**src/rtl/rvl_reg_scan_reader_if.sv**
```systemverilog
// Reveal Controller user register interface as seen by a read-side initiator.
// The master raises usr_ce for one cycle with usr_addr; usr_rdata is valid RD_LATENCY cycles later.
interface rvl_reg_scan_reader_if #(
   parameter int ADDR_WIDTH = 16,
   parameter int DATA_WIDTH = 16
);
   logic                  usr_ce;
   logic                  usr_we;
   logic [ADDR_WIDTH-1:0] usr_addr;
   logic [DATA_WIDTH-1:0] usr_rdata;

   modport master (
      output usr_ce,
      output usr_we,
      output usr_addr,
      input  usr_rdata
   );

   modport slave (
      input  usr_ce,
      input  usr_we,
      input  usr_addr,
      output usr_rdata
   );
endinterface

```
**src/rtl/rvl_reg_scan_reader.sv**
```systemverilog
// Sweeps a register window with single-cycle read strobes, captures each word after a fixed
// latency, presents it on rd_valid/rd_addr/rd_data and latches one register's upper byte for display.
module rvl_reg_scan_reader #(
   parameter int ADDR_WIDTH = 16,
   parameter int DATA_WIDTH = 16,
   parameter int NUM_REGS   = 16,
   parameter int BASE_ADDR  = 0,
   parameter int RD_LATENCY = 1,
   parameter int GAP_CYCLES = 1000
) (
   input  logic                  sys_clk,
   input  logic                  rstn,
   input  logic                  start,
   input  logic                  continuous,
   input  logic [ADDR_WIDTH-1:0] disp_sel,
   rvl_reg_scan_reader_if.master usr_bus,
   output logic                  rd_valid,
   output logic [ADDR_WIDTH-1:0] rd_addr,
   output logic [DATA_WIDTH-1:0] rd_data,
   output logic                  busy,
   output logic                  sweep_done,
   output logic [7:0]            seven_seg,
   output logic [2:0]            dbg_state
);

   localparam logic [2:0] S_IDLE    = 3'd0;
   localparam logic [2:0] S_ISSUE   = 3'd1;
   localparam logic [2:0] S_WAIT    = 3'd2;
   localparam logic [2:0] S_CAPTURE = 3'd3;
   localparam logic [2:0] S_GAP     = 3'd4;

   localparam int LAT_W = $clog2(RD_LATENCY + 1);
   localparam int GAP_W = $clog2(GAP_CYCLES + 1);

   localparam logic [ADDR_WIDTH-1:0] LAST_IDX  = ADDR_WIDTH'(NUM_REGS - 1);
   localparam logic [ADDR_WIDTH-1:0] BASE      = ADDR_WIDTH'(BASE_ADDR);
   localparam logic [LAT_W-1:0]      LAT_LAST  = LAT_W'(RD_LATENCY);
   localparam logic [GAP_W-1:0]      GAP_LAST  = GAP_W'(GAP_CYCLES);

   logic [2:0]            state_q,    state_d;
   logic [ADDR_WIDTH-1:0] index_q,    index_d;
   logic [LAT_W-1:0]      lat_cnt_q,  lat_cnt_d;
   logic [GAP_W-1:0]      gap_cnt_q,  gap_cnt_d;
   logic                  ce_q,       ce_d;
   logic [ADDR_WIDTH-1:0] addr_q,     addr_d;
   logic                  valid_q,    valid_d;
   logic [ADDR_WIDTH-1:0] rd_addr_q,  rd_addr_d;
   logic [DATA_WIDTH-1:0] rd_data_q,  rd_data_d;
   logic                  busy_q,     busy_d;
   logic                  done_q,     done_d;
   logic [7:0]            seg_q,      seg_d;

   always_comb begin
      state_d   = state_q;
      index_d   = index_q;
      lat_cnt_d = lat_cnt_q;
      gap_cnt_d = gap_cnt_q;
      addr_d    = addr_q;
      rd_addr_d = rd_addr_q;
      rd_data_d = rd_data_q;
      seg_d     = seg_q;
      done_d    = 1'b0;

      case (state_q)
         S_IDLE: begin
            if (start || continuous) begin
               state_d = S_ISSUE;
               index_d = '0;
            end
         end
         S_ISSUE: begin
            state_d   = S_WAIT;
            lat_cnt_d = LAT_W'(1);
         end
         S_WAIT: begin
            // The captured word and sweep_done land together so they appear with rd_valid.
            if (lat_cnt_q == LAT_LAST) begin
               state_d   = S_CAPTURE;
               rd_data_d = usr_bus.usr_rdata;
               rd_addr_d = addr_q;
               done_d    = (index_q == LAST_IDX);
            end else begin
               lat_cnt_d = lat_cnt_q + LAT_W'(1);
            end
         end
         S_CAPTURE: begin
            if (index_q == disp_sel) begin
               seg_d = rd_data_q[DATA_WIDTH-1 -: 8];
            end
            if (index_q != LAST_IDX) begin
               index_d = index_q + ADDR_WIDTH'(1);
               state_d = S_ISSUE;
            end else begin
               index_d = '0;
               if (continuous) begin
                  state_d   = S_GAP;
                  gap_cnt_d = GAP_W'(1);
               end else begin
                  state_d = S_IDLE;
               end
            end
         end
         S_GAP: begin
            if (!continuous) begin
               state_d   = S_IDLE;
               gap_cnt_d = '0;
            end else if (gap_cnt_q == GAP_LAST) begin
               state_d   = S_ISSUE;
               gap_cnt_d = '0;
            end else begin
               gap_cnt_d = gap_cnt_q + GAP_W'(1);
            end
         end
         default: begin
            state_d = S_IDLE;
         end
      endcase

      // Outputs decode the next state so every one of them is a flop aligned with state_q.
      if (state_d == S_ISSUE) begin
         addr_d = BASE + index_d;
      end
      ce_d    = (state_d == S_ISSUE);
      valid_d = (state_d == S_CAPTURE);
      busy_d  = (state_d != S_IDLE);
   end

   always_ff @(posedge sys_clk or negedge rstn) begin
      if (!rstn) begin
         state_q   <= S_IDLE;
         index_q   <= '0;
         lat_cnt_q <= '0;
         gap_cnt_q <= '0;
         ce_q      <= 1'b0;
         addr_q    <= '0;
         valid_q   <= 1'b0;
         rd_addr_q <= '0;
         rd_data_q <= '0;
         busy_q    <= 1'b0;
         done_q    <= 1'b0;
         seg_q     <= 8'h5A;
      end else begin
         state_q   <= state_d;
         index_q   <= index_d;
         lat_cnt_q <= lat_cnt_d;
         gap_cnt_q <= gap_cnt_d;
         ce_q      <= ce_d;
         addr_q    <= addr_d;
         valid_q   <= valid_d;
         rd_addr_q <= rd_addr_d;
         rd_data_q <= rd_data_d;
         busy_q    <= busy_d;
         done_q    <= done_d;
         seg_q     <= seg_d;
      end
   end

   assign usr_bus.usr_ce   = ce_q;
   assign usr_bus.usr_we   = 1'b0;
   assign usr_bus.usr_addr = addr_q;
   assign rd_valid         = valid_q;
   assign rd_addr          = rd_addr_q;
   assign rd_data          = rd_data_q;
   assign busy             = busy_q;
   assign sweep_done       = done_q;
   assign seven_seg        = seg_q;
   assign dbg_state        = state_q;

endmodule

```
**src/flat_wrapper.sv**
```systemverilog
// flat-port wrapper written by rule: the top's interface ports become plain ports
module rvl_reg_scan_reader_flat 
#(
   parameter int ADDR_WIDTH = 16,
   parameter int DATA_WIDTH = 16,
   parameter int NUM_REGS   = 16,
   parameter int BASE_ADDR  = 0,
   parameter int RD_LATENCY = 1,
   parameter int GAP_CYCLES = 1000
)
  (sys_clk, rstn, start, continuous, disp_sel, rd_valid, rd_addr, rd_data, busy, sweep_done, seven_seg, dbg_state, usr_bus_usr_ce, usr_bus_usr_we, usr_bus_usr_addr, usr_bus_usr_rdata);
  rvl_reg_scan_reader_if #(.ADDR_WIDTH(ADDR_WIDTH), .DATA_WIDTH(DATA_WIDTH)) usr_bus_i ();
  input  logic sys_clk;
  input  logic rstn;
  input  logic start;
  input  logic continuous;
  input  logic [ADDR_WIDTH-1:0] disp_sel;
  output logic rd_valid;
  output logic [ADDR_WIDTH-1:0] rd_addr;
  output logic [DATA_WIDTH-1:0] rd_data;
  output logic busy;
  output logic sweep_done;
  output logic [7:0] seven_seg;
  output logic [2:0] dbg_state;
  output wire logic [$bits(usr_bus_i.usr_ce)-1:0] usr_bus_usr_ce;
  output wire logic [$bits(usr_bus_i.usr_we)-1:0] usr_bus_usr_we;
  output wire logic [$bits(usr_bus_i.usr_addr)-1:0] usr_bus_usr_addr;
  input wire logic [$bits(usr_bus_i.usr_rdata)-1:0] usr_bus_usr_rdata;
  assign usr_bus_usr_ce = usr_bus_i.usr_ce;
  assign usr_bus_usr_we = usr_bus_i.usr_we;
  assign usr_bus_usr_addr = usr_bus_i.usr_addr;
  assign usr_bus_i.usr_rdata = usr_bus_usr_rdata;
  rvl_reg_scan_reader #(.ADDR_WIDTH(ADDR_WIDTH), .DATA_WIDTH(DATA_WIDTH), .NUM_REGS(NUM_REGS), .BASE_ADDR(BASE_ADDR), .RD_LATENCY(RD_LATENCY), .GAP_CYCLES(GAP_CYCLES)) u_core (.sys_clk(sys_clk), .rstn(rstn), .start(start), .continuous(continuous), .disp_sel(disp_sel), .usr_bus(usr_bus_i), .rd_valid(rd_valid), .rd_addr(rd_addr), .rd_data(rd_data), .busy(busy), .sweep_done(sweep_done), .seven_seg(seven_seg), .dbg_state(dbg_state));
endmodule
```
**config.mk**
```make
export PLATFORM = sky130hd
export DESIGN_NAME = rvl_reg_scan_reader_flat
export DESIGN_NICKNAME = d
export VERILOG_FILES = /design/src/rtl/rvl_reg_scan_reader_if.sv /design/src/rtl/rvl_reg_scan_reader.sv /design/src/flat_wrapper.sv
export SDC_FILE = /design/constraint.sdc
export NUM_CORES = 1
export LEC_CHECK = 0
export CAP_MARGIN = 20
export CORE_AREA = 10 10 100 102
export DETAILED_ROUTE_END_ITERATION = 8
export DIE_AREA = 0 0 110 112
export PLACE_DENSITY = 0.95
export SLEW_MARGIN = 5
export SYNTH_ARGS = -nofsm -noshare
export SYNTH_HDL_FRONTEND = slang
export SYNTH_SLANG_ARGS = --single-unit
```
**constraint.sdc**
```tcl
create_clock -name sys_clk -period 6.8 [get_ports sys_clk]
set_input_delay 0.68 -clock sys_clk [delete_from_list [all_inputs] [get_ports sys_clk]]
set_output_delay 0.68 -clock sys_clk [all_outputs]
set_load 0.01 [all_outputs]
```
==> impl_metrics.py <==
metrics = {
    "run_status": {
        "status": "finished, final reports clean",
    },
    "floorplanning": {
        "chipHeight_um": 112,
        "fp.dieArea_sq_mm": 0.0123,
        "core_sq_mm": 0.00805,
        "row_count": 33,
        "die_x_um": 110,
        "start_util_pct": 52.4,
        "num_io_pins": 100,
    },
    "clock_tree": {
        "clock_latency_ns": 0.36,
        "path_clk_slew_ns": 0.09,
        "cts_tree": "yes",
        "cts_sinks": 90,
        "postCtsSetupRepairBufs": 0,
        "clockBufferDepth": 2,
        "postCtsHoldBufs": 0,
        "numCtsBuffers": 9,
        "htreeDepth": 3,
        "cts_root_buffer": "clkbuf_8",
        "cts.repair.resized": 0,
    },
    "yosys": {
        "yosysSeqAreaShare_pct": 53.5,
        "synth.avg_cell_area_sq_um": 12.0,
        "ys_ff_latch": 90,
        "syn_area_sq_mm": 0.00422,
        "synth.distinct_cells": 50,
        "yosys_warnings": 0,
        "ys.flop_type": "dfrtp_1",
        "async_flop_share_pct": 100,
        "syn_nets": 390,
        "syn_inst": 351,
        "synth_edf_count": 0,
    },
    "setup_path": {
        "worstPathArrival_ns": 3.50,
        "worst-r2r-cell-count": 6,
        "critPathKind": "flop to flop",
        "cp.depth": 6,
        "cp_slowest_stage_delay_ns": 0.74,
        "crit_chain": "ha_1, and3_1, nand4_2, a22oi_1, a211o_1, mux2_2",
        "r2r-end": "u_core.usr_bus.usr_addr[11]$_DFFE_PN0N_",
        "timing.rr.start": "u_core.index_q[0]$_DFF_PN0_",
        "slowest_stage": "a211o_1",
        "crit_path_start_kind": "flop",
        "reg2reg_slack_ns": 3.53,
        "worstPathRequired_ns": 7.04,
        "crit_buf_inv": 0,
        "endpoint_kind": "flop",
        "cp_top_family": "compound AO/OA/AOI/OAI gates",
        "cp-startpoint": "u_core.index_q[0]$_DFF_PN0_",
        "cp_max_fo": 26,
    },
    "sta": {
        "period_needed_ns": 3.27,
        "max_freq_mhz": 306,
        "setup_viol": 0,
        "drv_slew": 0,
        "slew_headroom_pct": 31.7,
        "worstMarginPinSlew_ns": 1.02,
        "fin_ws_ns": 3.53,
        "rsz0062_at_grt": "no",
        "skew_ns": 0.0159,
        "hold_viol_final": 0,
        "setup_tns_ns": 0,
        "fin_crit_sh_pct": 48.0,
    },
    "grt": {
        "grt_antenna_before_repair": 0,
        "grt_max_degree": 91,
        "overflow": 0,
        "grt.total_usage_pct": 16.1,
        "grt_pass1_vias": 3114,
        "grt_pass1_wl_mm": 16.0,
    },
    "drt": {
        "avgViaCountPerCell": 5.74,
        "first_iter_violations": 301,
        "wl_per_cell_um": 17.8,
        "num_vias": 3153,
        "wirelength_mm": 9.76,
        "drtAntennaViolNets": 0,
        "drc": 0,
        "dr.pass1.iters": 5,
    },
    "layout": {
        "fin_nets": 478,
        "fillCellCount": 621,
        "layout-drive-gt1-share_pct": 20.7,
        "area_growth_pct": 28.3,
        "num_antenna_cells": 0,
    },
    "power_and_ir_drop": {
        "pwr_density_cell_mw_per_mm2": 382,
        "vdd_drop_max_mv": 0.200,
        "power.leakage_nw": 2.30,
    },
    "worst_hold_path": {
        "hold_class": "primary input to asynchronous set/reset pin",
    },
    "placed_design": {
        "io_buffers": 98,
        "post-place-ws_ns": 3.50,
        "gp_congestion": 0.945,
        "dp_hpwl_mm": 7.22,
    },
    "job": {
        "maxCapViolations": 0,
    },
}
==> worst register-to-register path, cell delays in order, from the launching register on <==
cell and delay [ns]:
dfrtp_1 0.49, ha_1 0.25, and3_1 0.30, nand4_2 0.55
a22oi_1 0.41, a211o_1 0.74, mux2_2 0.41
==> cell usage in the layout, fill, tap and decap left out, types with 6 or more instances in the layout <==
cell type        count
nand2_1             18
mux2_2              47
nor2_1               7
nand3_1             18
xor2_1               6
clkdlybuf4s50_1     97
mux2_4               9
o21ai_0             16
a21oi_1              6
a31oi_1             15
nor4_1               6
o31ai_1              8
nand4_1              7
dfrtp_1             86
clkbuf_8            10
xnor2_1             13
==> kinds of logic after synthesis <==
| group | share of synthesized area (%) |
|---|---|
| adders and majority gates | 0.890 |
| xor gates and xnor gates | 3.94 |
| buffers and inverters | 3.47 |
| AOI/OAI and AO/OA | 8.87 |
| and+or+nand+nor | 13.5 |
| other | 0.0889 |
| muxes | 15.7 |
| DFF | 53.5 |
==> state kept, by name, summed over array words and instances (netlist names), 3 cells and up <==
signal	flops
u_core.rd_addr	16
u_core.dbg_state	3
u_core.index_q	16
u_core.seven_seg	8
u_core.usr_bus.usr_addr	16
u_core.gap_cnt_q	10
u_core.rd_data	16
==> final cells by class <==
type	count	area, sq um	share of cell area (%)
flip-flops and latches	90	2260	41.7
multi-input cells	233	1820	33.6
repair buffers	100	1010	18.6
clock buffers	11	141	2.61
well taps	105	131	2.43
clock inverters	5	37.5	0.693
inverters	5	18.8	0.347
==> metrics by stage <==
step / std cells / cell area (sq um) / hold WS [ns] / total power [mW] / util (%)
6_report: 549 / 5410 / 0.315 / 2.07 / 67.2
5_1_grt: 549 / 5410 / 0.336 / 2.19 / 67.2
4_1_cts: 548 / 5390 / 0.491 / 2.09 / 67.0
3_5_place_dp: 532 / 5210 / 0.461 / 1.75 / 64.8
3_3_place_gp: 532 / 5210 / 0.457 / 1.72 / 64.8
2_1_floorplan: 351 / 4220 / 0.384 / 1.38 / -
==> layer usage <==
| layer | vias to the layer above | share of wire, % | global-route usage (%) |
|---|---|---|---|
| li1 | 1466 | - | - |
| met1 | 1548 | 43 | 20.7 |
| met2 | 128 | 47 | 25.1 |
| met3 | 11 | 8.2 | 4.33 |
| met4 | 0 | 1.5 | 5.90 |
| met5 | - | 0 | 0 |
==> how the worst max path moves through the flow <==
stage                                                         end
after floorplan                   u_core.seven_seg[0]$_DFFE_PN0P_
after global placement            u_core.seven_seg[5]$_DFFE_PN0P_
after detailed placement          u_core.seven_seg[7]$_DFFE_PN0P_
after CTS                  u_core.usr_bus.usr_addr[8]$_DFFE_PN0N_
after global routing       u_core.usr_bus.usr_addr[8]$_DFFE_PN0N_
final                     u_core.usr_bus.usr_addr[11]$_DFFE_PN0N_
==> cells in the mapped netlist, types with 5 or more instances <==
cell	count	area (sq um)
a21oi_1	6	30.0
mux2_4	9	135
nand2_1	18	67.6
o31ai_1	8	60.1
xor2_1	6	52.6
or4_1	5	37.5
nor4_1	6	37.5
xnor2_1	13	114
nor2_1	7	26.3
o21ai_0	16	80.1
nand4_1	7	43.8
buf_2	8	40.0
dfrtp_1	86	2150
a31oi_1	15	93.8
clkbuf_1	11	41.3
mux2_2	47	529
nor3_1	6	30.0
inv_1	5	18.8
and3_1	5	31.3
nand3_1	18	90.1
==> where the power goes <==
group / internal [mW] / total [mW] / switching, mW / leakage, nW
sequential: 0.693 / 0.849 / 0.156 / 1.18
combinational: 0.495 / 0.884 / 0.389 / 1.04
clock: 0.145 / 0.333 / 0.188 / 0.0863
No activity file was read; power rests on OpenSTA's default activity.
